--- src/rtl/switch_port_arbiter.sv ---
// Packet-level round-robin arbiter for one switch egress port.
// A grant is locked to one ingress port from the first beat of a packet until
// its EOP beat. Beats pass through combinationally from the granted port.
// A watchdog releases the grant when a packet runs MAX_BEATS beats without EOP.
//
//   state | meaning
//   ------+---------------------------------------------------------------
//   IDLE  | no grant held; pick next requester scanning from rr_ptr
//   XFER  | grant locked to gnt; beats flow until EOP or watchdog release
module switch_port_arbiter #(
  parameter  int NUM_PORTS = 4,
  parameter  int DATA_W    = 8,
  parameter  int MAX_BEATS = 64,
  localparam int SRC_W     = (NUM_PORTS > 1) ? $clog2(NUM_PORTS) : 1
) (
  input  logic                          clk,
  input  logic                          rst_n,
  input  logic [NUM_PORTS-1:0]          in_valid,
  input  logic [NUM_PORTS*DATA_W-1:0]   in_data,
  input  logic [NUM_PORTS-1:0]          in_eop,
  output logic [NUM_PORTS-1:0]          in_ready,
  output logic                          out_valid,
  output logic [DATA_W-1:0]             out_data,
  output logic                          out_eop,
  input  logic                          out_ready,
  output logic [SRC_W-1:0]              out_src,
  output logic                          wdog_err
);

  localparam int CNT_W = $clog2(MAX_BEATS + 1);

  typedef enum logic {
    ST_IDLE = 1'b0,
    ST_XFER = 1'b1
  } state_t;

  state_t             state, state_nxt;
  logic [SRC_W-1:0]   gnt, gnt_nxt;
  logic [SRC_W-1:0]   rr_ptr, rr_nxt;
  logic [CNT_W-1:0]   beat_cnt, cnt_nxt;
  logic               wdog_nxt;

  logic               pick_vld;
  logic [SRC_W-1:0]   pick_idx;
  logic [SRC_W-1:0]   gnt_inc;
  logic               beat;

  // Round-robin pick: walk offsets from far to near so the port closest to
  // rr_ptr is the last (winning) assignment.
  always_comb begin : arb_pick
    int               cand;
    logic [SRC_W-1:0] cand_idx;
    cand     = 0;
    cand_idx = '0;
    pick_vld = 1'b0;
    pick_idx = '0;
    for (int i = NUM_PORTS - 1; i >= 0; i--) begin
      cand = int'(rr_ptr) + i;
      if (cand >= NUM_PORTS) cand = cand - NUM_PORTS;
      cand_idx = SRC_W'(cand);
      if (in_valid[cand_idx]) begin
        pick_vld = 1'b1;
        pick_idx = cand_idx;
      end
    end
  end

  assign gnt_inc = (gnt == SRC_W'(NUM_PORTS - 1)) ? '0 : gnt + 1'b1;

  // Output mux: granted port drives the egress port directly while in XFER.
  always_comb begin
    out_valid = 1'b0;
    out_data  = '0;
    out_eop   = 1'b0;
    in_ready  = '0;
    out_src   = gnt;
    if (state == ST_XFER) begin
      out_valid     = in_valid[gnt];
      out_data      = in_data[int'(gnt)*DATA_W +: DATA_W];
      out_eop       = in_eop[gnt];
      in_ready[gnt] = out_ready;
    end
  end

  assign beat = out_valid & out_ready;

  // Next-state: grant on request in IDLE, release on EOP or watchdog limit.
  always_comb begin
    state_nxt = state;
    gnt_nxt   = gnt;
    rr_nxt    = rr_ptr;
    cnt_nxt   = beat_cnt;
    wdog_nxt  = 1'b0;
    case (state)
      ST_IDLE: begin
        if (pick_vld) begin
          gnt_nxt   = pick_idx;
          cnt_nxt   = '0;
          state_nxt = ST_XFER;
        end
      end
      ST_XFER: begin
        if (beat) begin
          if (out_eop) begin
            state_nxt = ST_IDLE;
            rr_nxt    = gnt_inc;
            cnt_nxt   = '0;
          end else if (beat_cnt == CNT_W'(MAX_BEATS - 1)) begin
            // Remaining beats of this packet come back as a fresh packet.
            state_nxt = ST_IDLE;
            rr_nxt    = gnt_inc;
            cnt_nxt   = '0;
            wdog_nxt  = 1'b1;
          end else if (beat_cnt != CNT_W'(MAX_BEATS)) begin
            cnt_nxt = beat_cnt + 1'b1;
          end
        end
      end
      default: state_nxt = ST_IDLE;
    endcase
  end

  // State registers with synchronous active-low reset.
  always_ff @(posedge clk) begin
    if (!rst_n) begin
      state    <= ST_IDLE;
      gnt      <= '0;
      rr_ptr   <= '0;
      beat_cnt <= '0;
      wdog_err <= 1'b0;
    end else begin
      state    <= state_nxt;
      gnt      <= gnt_nxt;
      rr_ptr   <= rr_nxt;
      beat_cnt <= cnt_nxt;
      wdog_err <= wdog_nxt;
    end
  end

endmodule
--- config.mk ---
export PLATFORM = sky130hd
export DESIGN_NAME = switch_port_arbiter
export DESIGN_NICKNAME = d
export VERILOG_FILES = /design/src/rtl/switch_port_arbiter.sv
export SDC_FILE = /design/constraint.sdc
export NUM_CORES = 1
export LEC_CHECK = 0
export CAP_MARGIN = 0
export CORE_MARGIN = 3
export CORE_UTILIZATION = 36
export CTS_CLUSTER_DIAMETER = 50
export DETAILED_ROUTE_END_ITERATION = 16
export PLACE_DENSITY = 0.76
export SYNTH_ARGS = -nofsm -noshare
export SYNTH_HDL_FRONTEND = slang
export SYNTH_SLANG_ARGS = --single-unit
--- constraint.sdc ---
create_clock -name clk -period 1.8 [get_ports clk]
set_input_delay 0.27 -clock clk [delete_from_list [all_inputs] [get_ports clk]]
set_output_delay 0.27 -clock clk [all_outputs]
set_load 0.03 [all_outputs]
# [Word level (Yosys, flattened, before mapping)]
# Index checks and enable logic that the tools add are counted.
[word_totals] input_bits=43 output_inout_bits=17 ff_bits=13 elab_cells=87
[op_classes] mux=45 addsub=9 shifts=1 n_reduce_logical=6 eq_ne=6 bitwise=5 n_lt_le_gt_ge=10
[op_table] op="two-way mux 7 bit" n=5
[op_table] op="variable part select 32 x 6 -> 8 bit" n=1
[op_table] op="two-way mux 2 bit" n=11
[op_table] op="two-way mux 1 bit" n=18
[op_table] op="< comparator 2 x 3 -> 1 bit, second input constant" n=5
[op_table] op="one-hot mux 7 bit (2 select lines)" n=1
[op_table] op="binary-select mux 1 bit (select 2 bit)" n=6
[op_table] op="greater-or-equal comparator 3 bit, second input constant" n=3
[op_table] op="two-way mux 8 bit" n=1
[op_table] op="subtractor 2 x 1 -> 2 bit, second input constant" n=4
[op_table] op="adder 7 x 1 -> 7 bit, second input constant" n=1
[op_table] op="equality test 7 x 6 -> 1 bit, second input constant" n=1
[op_table] op="inequality test 7 bit, second input constant" n=1
[op_table] op="adder 2 x 2 -> 3 bit, second input constant" n=2
[op_table] op="AND reduction 3 bit" n=2
[op_table] op="AND 4 bit" n=1
[op_table] op="two-way mux 4 bit" n=1
[op_table] op="inequality test 4 x 2 -> 1 bit, second input constant" n=1
[op_table] op="OR reduction 4 bit" n=1
[op_table] op="adder 2 x 1 -> 3 bit, second input constant" n=1
[op_table] op="greater-or-equal comparator 2 x 3 -> 1 bit, second input constant" n=1
[op_table] op="NOT 1 bit" n=3
[op_table] op="adder 2 x 1 -> 2 bit, second input constant" n=1
[op_table] op="demux 1 bit (select 2 bit)" n=1
[op_table] op="9 further kinds" n=9

# [Depth between registers and ports, before layout]
# Gate-level depths: netlist of run 1.
[logic_depth] depth_word=11 mapped_depth=6 ltp_nobuf=6

# [Least setup slack after synthesis of run 1]
# No wires, ideal clock.
[synth_timing] path_kind="register to output" start="register gnt[0] (netlist: out_src[0])" end="output out_data[0]" path_stages_with_launch=4 path_buffers=1 arrival_time_ns=1.913 path_slack_ns=-0.383 cell_sequence="dfxtp_1 buf_1 mux4_2 and2_1"
[synth_via] elab_chain_cells=2
[synth_lines] element="from (decl)" line_no="38" text="logic [SRC_W-1:0] gnt, gnt_nxt;"
[synth_lines] element="from (signal assigned)" line_no="133" text="gnt <= gnt_nxt;"
[synth_lines] element="variable part select 32 x 6 -> 8 bit" line_no="79" text="out_data = in_data[int'(gnt)*DATA_W +: DATA_W];"
[synth_lines] element="two-way mux 8 bit" line_no="77" text="if (state == ST_XFER) begin"
[synth_lines] element="to (decl)" line_no="23" text="output logic [DATA_W-1:0] out_data,"
# No other way between the ends.

# [Worst setup path in the final report of run 1]
[layout_timing] start="input in_eop[1]" end="register beat_cnt[0]"
[layout_via] elab_chain_cells=6
[layout_lines] element="from (decl)" line_no="20" text="input logic [NUM_PORTS-1:0] in_eop,"
[layout_lines] element="binary-select mux 1 bit (select 2 bit) (*)" line_no="80" text="out_eop = in_eop[gnt];"
[layout_lines] element="two-way mux 1 bit (implied by the code) (*)" line_no="80"
[layout_lines] element="two-way mux 1 bit (*)" line_no="77"
[layout_lines] element="two-way mux 7 bit" line_no="104" text="if (out_eop) begin"
[layout_lines] element="two-way mux 7 bit" line_no="103" text="if (beat) begin"
[layout_lines] element="one-hot mux 7 bit (2 select lines)" line_no="94" text="case (state)"
[layout_lines] element="to (signal assigned)" line_no="135" text="beat_cnt <= cnt_nxt;"
[layout_lines] element="to (decl)" line_no="40" text="logic [CNT_W-1:0] beat_cnt, cnt_nxt;"
# Mark *: on every way between the ends. The rest lies on a longest branch, timed or not. The select of a mux whose other input is x is not followed.
# A chain may end at the register's enable or synchronous reset.

==> results.toml, run 1 <==
[run_status]
run_status = "finished, violations left"
violations = "negative setup slack"

[layout]
antennaDiodeCount = 0
drive_above_1_share_pct = 46.4
areaGrowthSynthToFinish_pct = 97.7
nNetsFinal = 274
finish.utilization_pct = 75.7
finalInstanceArea_mm2 = 0.00235

[detailed_routing]
wirelength_mm = 5.77
via_per_inst = 5.63
vias = 1509
drt_iter0_markers = 81
drc_errors = 0
detail_route.wl_per_cell_um = 21.5
ant_nets = 0
drt_first_pass_iters = 4

[setup_path]
critPathMaxFanout = 5
cp-end-kind = "register"
required_ns = 2.03
r2r_end = "beat_cnt[0]"
r2r_setup_slack_ns = -0.20
worst-r2r-cell-count = 5
r2r_start = "out_src[0]"
startpoint_type = "input pin"
cp_data_arrival_time_ns = 2.26
critical_path_class = "input pin to register"

[yosys]
seq_area_frac_synth_pct = 21.9
ys_top_cells_by_area = "dfxtp_1, mux4_2, ha_1"
synthCells = 124
netlist.top_cell.by_area = "dfxtp_1"
yosysTopAreaCellShare_pct = 21.9
synth_edf_count = 0
synth.top_cells.by_count = "dfxtp_1, and2_1, inv_1, mux4_2, a21oi_1"
dominantRegCellSynth = "dfxtp_1"
synth-seq-cells = 13
yosysMostFrequentCell = "dfxtp_1"
yosysWarnings = 0
yosysUniqueCellTypes = 44
avgSynthCellArea_um2 = 9.59
synth.cell_area_mm2 = 0.00119
synthArstFlopShare_pct = 0
synthesis.nets = 173

[die]
dieArea_mm2 = 0.00403
die_w_um = 63.5
core_mm2 = 0.00310
ios = 60
start_util_pct = 38.3
die_h_um = 63.5
rows = 20

[sta]
fin_setup_tns_ns = -2.22
period_needed_ns = 2.03
setup_ws_ns = -0.227
max_freq_ghz = 0.493
max-slew-margin-rel_pct = 73.1
setup_viol = 20
fin_skew_ns = 0.00334
fin_hold_ws_ns = 0.496
drv_slew = 0
grt_setup_unrepaired = "true"
worst_slew_pin_slew_ns = 0.403
finalHoldViolations = 0
fin_crit_sh_pct = 113

[global_routing]
antenna_found_initial = 0
grt_pass1_vias = 1445
grt_overflow_total = 0
grt_max_degree = 13
grt_pass1_wl_mm = 7.19
grt_util_all_layers_pct = 22.2

[clocking]
cts_root_buf = "clkbuf_4"
clk_transition_reported_paths_ns = 0.08
htreeDepth = 1
numCtsBuffers = 3
cts_tree = "done"
ctsHoldBuffers = 0
clkLatencyLatePin_ns = 0.29
clockBufferDepth = 2
cts_sinks = 13

[hold_path]
min_delay_path_depth = 1
hp-class = "register to register"
whs_endpoint = "beat_cnt[6]"
timing.hold.worst.start = "beat_cnt[6]"

[power]
p_int_mw = 0.691
p_per_area_mw_per_mm2 = 444
switching_share_pct = 33.8
p_total_mw = 1.04
pwr-share-clk_pct = 18.4
power_leakage_nw = 0.974
seq_power_share_pct = 29.6
irDropWorstVdd_v = 0.000287
p_comb_share_pct = 52.1
power_switching_mw = 0.352

[placement]
numPortBuffers = 59
placed_area_mm2 = 0.00203
place_congestion = 0.969
hpwlAfterDp_mm = 3.30

[flow_run]
max_cap_viol_count = 0
## area by class of cell
type                            instances  area, µm²
Fill cell                             209        753
Sequential cell                        13        265
Multi-Input combinational cell         95        977
Clock buffer                            4       26.3
Inverter                                9       38.8
Tap cell                               44       55.1
Timing Repair Buffer                  103        987
## flip-flops by register name (all words and copies together), names as in the netlist
register,cells
beat_cnt,7
out_src,2
rr_ptr,2
state,1
wdog_err,1
## worst max-delay path by stage
stage / startpoint / to / slack, ns / cells past startpoint
6_report: in_eop[1] / beat_cnt[0] / -0.23 / 6
5_1_grt: out_src[0] / beat_cnt[0] / -0.25 / 5
4_1_cts: out_src[0] / beat_cnt[0] / -0.21 / 5
3_5_place_dp: in_valid[1] / beat_cnt[3] / -0.51 / 5
3_3_place_gp: in_valid[1] / beat_cnt[5] / -0.48 / 5
2_1_floorplan: out_src[0] / beat_cnt[3] / -0.10 / 4
## metal layers
metal / vias up / wire length [µm] / GRT usage [%]
met5: - / 0 / 0
met4: 0 / 251 / 5.93
met3: 19 / 437 / 4.28
met2: 81 / 2770 / 41.2
met1: 728 / 2320 / 25.7
li1: 681 / - / -
## power groups by stage
stage	Sequential [mW]	Clock [mW]	Combinational [mW]
after floorplan	0.313	0	0.186
final	0.308	0.191	0.543
after CTS	0.306	0.186	0.469
after global routing	0.310	0.205	0.565
after detailed placement	0.319	0	0.410
after global placement	0.317	0	0.402
## critical path: stages
cell	delay, ns
clkdlybuf4s50_1	0.44
mux4_2	0.51
buf_6	0.16
a311oi_4	0.25
or4b_4	0.50
a21oi_2	0.12
## cells in the final DEF, fill, tap and decap left out, drive strengths merged, types with 5 or more instances in the layout
master / instances
buf: 59
clkdlybuf4s50: 39
dfxtp: 13
and2: 11
mux4: 10
inv: 9
a21oi: 8
nand2: 6
and3: 6
ha: 6
o21ai: 5
## repair_timing
action / in CTS / in global routing
gates resized for setup: 92 / 33
endpoints found under the setup margin: 23 / 23
buffers inserted: 7 / 8
pin swaps: 13 / 15
## kinds of logic after synthesis
group	after synthesis	share of synthesized area [%]
AOI/OAI and AO/OA	30	19.7
adders and majority gates	6	6.32
buffers and inverters	16	5.68
DFF	13	21.9
muxes	10	19.3
and+or+nand+nor	49	27.2
## metrics by stage
step / setup slack [ns] / cells
4_1_cts: -0.212 / 260
3_3_place_gp: -0.482 / 250
5_1_grt: -0.245 / 268
3_5_place_dp: -0.508 / 250
6_report: -0.227 / 268
2_1_floorplan: -0.104 / 124
Power figures use the tool's default switching activity.
==> run 2, diff against run 1 <==
--- a/config.mk
+++ b/config.mk
@@ -7,10 +7,10 @@
 export LEC_CHECK = 0
 export CAP_MARGIN = 0
 export CORE_MARGIN = 3
-export CORE_UTILIZATION = 36
+export CORE_UTILIZATION = 40
 export CTS_CLUSTER_DIAMETER = 50
 export DETAILED_ROUTE_END_ITERATION = 16
-export PLACE_DENSITY = 0.76
+export PLACE_DENSITY = 0.8
 export SYNTH_ARGS = -nofsm -noshare
 export SYNTH_HDL_FRONTEND = slang
 export SYNTH_SLANG_ARGS = --single-unit
==> constraint.sdc (replaced) <==
create_clock -name clk -period 2 [get_ports clk]
set_input_delay 0.3 -clock clk [delete_from_list [all_inputs] [get_ports clk]]
set_output_delay 0.3 -clock clk [all_outputs]
set_load 0.03 [all_outputs]
==> results.toml, run 2 (synthesis results as in run 1) <==
[sta]
max-slew-margin-rel_pct = 75.8
worst_slew_pin_slew_ns = 0.363
max_freq_ghz = 0.497
finalHoldViolations = 0
drv_slew = 0
setup_viol = 1
fin_skew_ns = 0.00185
setup_ws_ns = -0.0139
period_needed_ns = 2.01
grt_setup_unrepaired = "true"
fin_crit_sh_pct = 101

[detailed_routing]
drt_iter0_markers = 53
drt_first_pass_iters = 7
drc_errors = 0
wirelength_mm = 4.42
ant_nets = 0
vias = 1377
detail_route.wl_per_cell_um = 18.0
via_per_inst = 5.62

[layout]
largest_reg_flops = 7
n_fill_cell = 208
antennaDiodeCount = 0
final_common_cell = "clkdlybuf4s50_1"
drive_above_1_share_pct = 32.7
final_cell_mix = "clkdlybuf4s50_1, buf_4, dfxtp_1"
areaGrowthSynthToFinish_pct = 73.4
stdcell_count = 245
finalInstanceArea_mm2 = 0.00206
finish.utilization_pct = 73.5
nNetsFinal = 264
regMostFlops = "beat_cnt"

[hold_path]
hp-class = "register to register"

[clocking]
clockBufferDepth = 2
htreeDepth = 1
clkLatencyLatePin_ns = 0.29
cts_tree = "done"
cts_sinks = 13
clk_transition_reported_paths_ns = 0.08
cts_root_buf = "clkbuf_4"
numCtsBuffers = 3

[global_routing]
grt_util_all_layers_pct = 24.2
antenna_found_initial = 0
met1_usage_pct = 25.2
grt.met3_usage_pct = 5.11
grtUsageMet2_pct = 47.4
grt_overflow_total = 0
grt_pass1_vias = 1324
grt_max_degree = 13
grt_pass1_wl_mm = 6.48
grt.busiest_layer = "met2"

[die]
die_h_um = 60.5
start_util_pct = 42.4
die_w_um = 60.5
core_mm2 = 0.00281
rows = 19
ios = 60
dieArea_mm2 = 0.00366

[run_status]
violations = "negative setup slack"
run_status = "finished, violations left"

[setup_path]
critPathMaxStageDelay_ns = 0.55
crit_slowest_cell = "mux4_2"
critPathMaxFanout = 6
startpoint_type = "register"
required_ns = 2.22
cp_data_arrival_time_ns = 2.24
path_cells = "mux4_2 > buf_6 > a311oi_4 > or4b_1 > a21oi_1"
cp-end-kind = "register"
critical_path_class = "register to register"

[placement]
placed_cells = 235
hpwlAfterDp_mm = 3.36
place_ws_ns = -0.399
numPortBuffers = 59
place_congestion = 0.853
placed_area_mm2 = 0.00200

[flow_run]
max_cap_viol_count = 0

[power]
p_total_mw = 0.824
irDropWorstVdd_v = 0.000332
p_per_area_mw_per_mm2 = 400
power_leakage_nw = 0.909
==> run 2: cell types whose count changed in the layout (fill, tap and decap cells not counted), moves of 2 or more <==
cell / previous run / this run
buf_6: 25 / 6
and2_1: 2 / 10
and2_4: 9 / 1
buf_2: 0 / 8
and3_1: 2 / 6
and3_4: 4 / 0
ha_1: 2 / 6
ha_4: 3 / 0
dlymetal6s2s_1: 1 / 3
o21ai_0: 3 / 5
==> run 2: worst paths after layout <==
path | startpoint | end | slack (ns) | depth (start not counted)
min | beat_cnt[6] | beat_cnt[6] | 0.50 | 1
max | out_src[0] | beat_cnt[0] | -0.01 | 5
min reg2reg | beat_cnt[6] | beat_cnt[6] | 0.50 | 1
max reg2reg | out_src[0] | beat_cnt[0] | -0.01 | 5
==> run 2: through the flow <==
step / setup TNS (ns) / hold slack (ns)
floorplan: 0 / 0.454
global placement: -4.82 / 0.478
detailed placement: -5.36 / 0.484
CTS: -0.0210 / 0.496
global route: -0.120 / 0.524
finish: -0.0139 / 0.496
==> run 2: layer usage <==
layer  routed length, µm  vias to the layer above
met5                   0                        -
met4                  64                        0
met2                2310                       67
li1                    -                      672
met3                 446                        9
met1                1590                      629
==> run 2: area by class of cell <==
type,count,area [µm²],area share (%)
multi-input cells,95,876,42.5
repair buffers,93,821,39.8
flip-flops and latches,13,265,12.9
well taps,31,38.8,1.88
inverters,9,33.8,1.64
clock buffers,4,26.3,1.28
==> run 2: what timing repair did <==
action,in CTS,in global routing
setup endpoints to repair,19,9
buffers inserted,6,0
pin swaps,7,0
hold buffers,0,0
resized for setup,60,8
==> run 2: worst max-delay path: cells and delay by family, from the launching register on <==
kind | cells | cell delay [ns]
buf+inv | 1 | 0.16
simple gates | 1 | 0.46
flops | 1 | 0.39
mux | 1 | 0.55
compound gates | 2 | 0.39
==> run 2: power breakdown <==
part / switching, mW / total, mW / leakage [nW] / internal [mW]
sequential: 0.0120 / 0.277 / 0.107 / 0.265
combinational: 0.166 / 0.377 / 0.787 / 0.211
clock: 0.0923 / 0.170 / 0.0150 / 0.0777
==> run 3, diff against run 2 <==
--- a/config.mk
+++ b/config.mk
@@ -5,11 +5,13 @@
 export SDC_FILE = /design/constraint.sdc
 export NUM_CORES = 1
 export LEC_CHECK = 0
+export ABC_AREA = 1
 export CAP_MARGIN = 0
 export CORE_MARGIN = 3
-export CORE_UTILIZATION = 40
+export CORE_UTILIZATION = 42
 export CTS_CLUSTER_DIAMETER = 50
 export DETAILED_ROUTE_END_ITERATION = 16
+export GPL_TIMING_DRIVEN = 0
 export PLACE_DENSITY = 0.8
 export SYNTH_ARGS = -nofsm -noshare
 export SYNTH_HDL_FRONTEND = slang
==> results.toml, run 3 <==
[power]
p_per_area_mw_per_mm2 = 555
irDropWorstVdd_v = 0.000419
power_leakage_nw = 0.950

[sta]
period_needed_ns = 1.88
max_freq_ghz = 0.531
fin_hold_ws_ns = 0.298
fin_skew_ns = 0.00801
drv_slew = 0
max-slew-margin-rel_pct = 76.8
setup_viol = 0
worst_slew_pin_slew_ns = 0.346
grt_setup_unrepaired = "true"
finalHoldViolations = 0
fin_crit_sh_pct = 94.2

[setup_path]
worst_path_most_repeated_cell = "nor2_1"
cp_data_arrival_time_ns = 1.58
crit_buf_inv = 3
worst-r2r-cell-count = 10
r2r_start = "out_src[1]"
cp.depth = 7
critPathMaxFanout = 10
crit_slowest_cell = "dfxtp_4"
critPathMaxStageDelay_ns = 0.40
path_delay_family = "buffers and inverters"
required_ns = 1.70
crit_path_end = "out_data[4]"
path_cells = "buf_4 > buf_6 > nor2_1 > nor2_1 > o21ai_0 > a21oi_2 > buf_2"
cp-end-kind = "output pin"
crit_start = "out_src[0]"
r2r_setup_slack_ns = 0.26
r2r_end = "beat_cnt[4]"
critical_path_class = "register to output pin"
startpoint_type = "register"

[yosys]
synthXorXnorAreaFrac_pct = 1.29
synth_top_family_by_area = "simple AND/OR/NAND/NOR gates"
synthSimpleGateAreaFrac_pct = 46.9
synth-seq-cells = 13
dominantRegCellSynth = "dfxtp_1"
yosysWarnings = 0
synth.top_cells.by_count = "nor2_1, nand2_1, inv_1, o21ai_0, a21oi_1"
ys_top_cells_by_area = "dfxtp_1, nor2_1, nand2_1"
avgSynthCellArea_um2 = 5.56
seq_area_frac_synth_pct = 19.2
synth.cell_area_mm2 = 0.00136
yosysMostFrequentCell = "nor2_1"
muxShareOfSynthArea_pct = 0
synthesis.nets = 293
netlist.top_cell.by_area = "dfxtp_1"
synth-compound-area-share_pct = 15.5
synthCells = 244
synthArstFlopShare_pct = 0
synthAdderAreaFrac_pct = 5.54
yosysUniqueCellTypes = 27
yosysTopAreaCellShare_pct = 19.2
synth_edf_count = 0

[layout]
largest_reg_flops = 7
finish.utilization_pct = 69.0
regMostFlops = "beat_cnt"
n_fill_cell = 297
regArea_um2 = 264
drive_above_1_share_pct = 17.3
multi_input_area_um2 = 968
areaGrowthSynthToFinish_pct = 48.8
final_cell_mix = "nor2_1, nand2_1, clkdlybuf4s50_1"
nNetsFinal = 356
final_common_cell = "nor2_1"
antennaDiodeCount = 0

[global_routing]
grt_pass1_vias = 1565
grt_max_degree = 12
grt_util_all_layers_pct = 21.2
grt_overflow_total = 0
grt_pass1_wl_mm = 6.98
antenna_found_initial = 0

[clocking]
htreeDepth = 1
clockBufferDepth = 2
ctsHoldBuffers = 0
clk_transition_reported_paths_ns = 0.09
cts_sinks = 13
cts_root_buf = "clkbuf_4"
numCtsBuffers = 3
cts_tree = "done"
clkLatencyLatePin_ns = 0.28

[detailed_routing]
drc_errors = 0
ant_nets = 0
met3_wirelength_um = 340
drt_first_pass_iters = 4
top_layer_used = "met4"
wl_met1_mm = 1.81
vias = 1682
met2WireLength_mm = 1.94
detail_route.wl_per_cell_um = 11.8
drt_iter0_markers = 67
wirelength_mm = 4.10
via_per_inst = 4.83

[hold_path]
hp-class = "input pin to register"

[flow_run]
max_cap_viol_count = 0

[die]
die_h_um = 62.8
rows = 19
start_util_pct = 46.4
dieArea_mm2 = 0.00395
core_mm2 = 0.00292
ios = 60
die_w_um = 62.8

[run_status]
run_status = "finished, final reports clean"

[placement]
place_congestion = 0.841
hpwlAfterDp_mm = 3.30
numPortBuffers = 58
==> run 3: timing repair <==
action,CTS,global route
pin swaps,0,0
gates resized for setup,63,12
endpoints found under the setup margin,14,13
buffers inserted,1,0
cloned,0,0
==> run 3: how the worst min path moves through the flow <==
stage	start	endpoint	slack, ns	cells after the start
after CTS	rst_n	beat_cnt[1]	0.30	3
after floorplan	out_ready	wdog_err	0.47	2
after global placement	beat_cnt[5]	beat_cnt[5]	0.50	2
after global routing	rst_n	beat_cnt[4]	0.30	3
final	rst_n	beat_cnt[1]	0.30	3
after detailed placement	beat_cnt[5]	beat_cnt[5]	0.52	2
==> run 3: cell type report <==
cell class / instances / share of cell area, %
Buffer: 8 / 3.35
Sequential cell: 13 / 13.1
Multi-Input combinational cell: 194 / 48.0
Tap cell: 42 / 2.60
Clock buffer: 4 / 1.30
Timing Repair Buffer: 59 / 26.3
Inverter: 28 / 5.39
==> run 3: worst register-to-register path: stages (launching register included) <==
cell      delay, ns
dfxtp_1        0.42
clkbuf_4       0.24
nand3_1        0.09
nand2_1        0.13
nand2_2        0.11
nor3_1         0.19
nand2_2        0.19
nand2_4        0.14
nand2_1        0.05
nand2_1        0.05
nor2_1         0.03
==> run 3: metal layers <==
metal  track usage (%)  vias to the layer above
li1                  -                      893
met1              25.4                      726
met2              38.1                       59
met3              5.58                        4
met4              3.31                        0
met5                 0                        -
==> run 3: metrics by stage <==
stage	power, mW	worst slack, ns	TNS [ns]	instance area (µm²)	std cells
floorplan	0.731	0.0821	0	1390	244
global placement	0.953	-0.399	-4.41	2020	344
detailed placement	0.963	-0.425	-4.68	2020	344
CTS	1.12	0.0397	0	2030	348
global route	1.21	-0.00868	-0.00868	2020	348
finish	1.12	0.116	0	2020	348
==> run 3: logic make-up (layout without fill, tap and decap cells) <==
logic type,count (synthesis),count (layout)
AND/OR/NAND/NOR,145,145
XOR/XNOR,2,2
AO/OA/AOI/OAI,41,41
adder cells (fa/ha/maj),6,6
buffers and inverters,37,99
flip-flops,13,13
==> run 3: where the power goes <==
part	internal (mW)	switching [mW]	total (mW)
clock network	0.0775	0.0963	0.174
registers	0.285	0.0366	0.322
logic	0.257	0.368	0.625
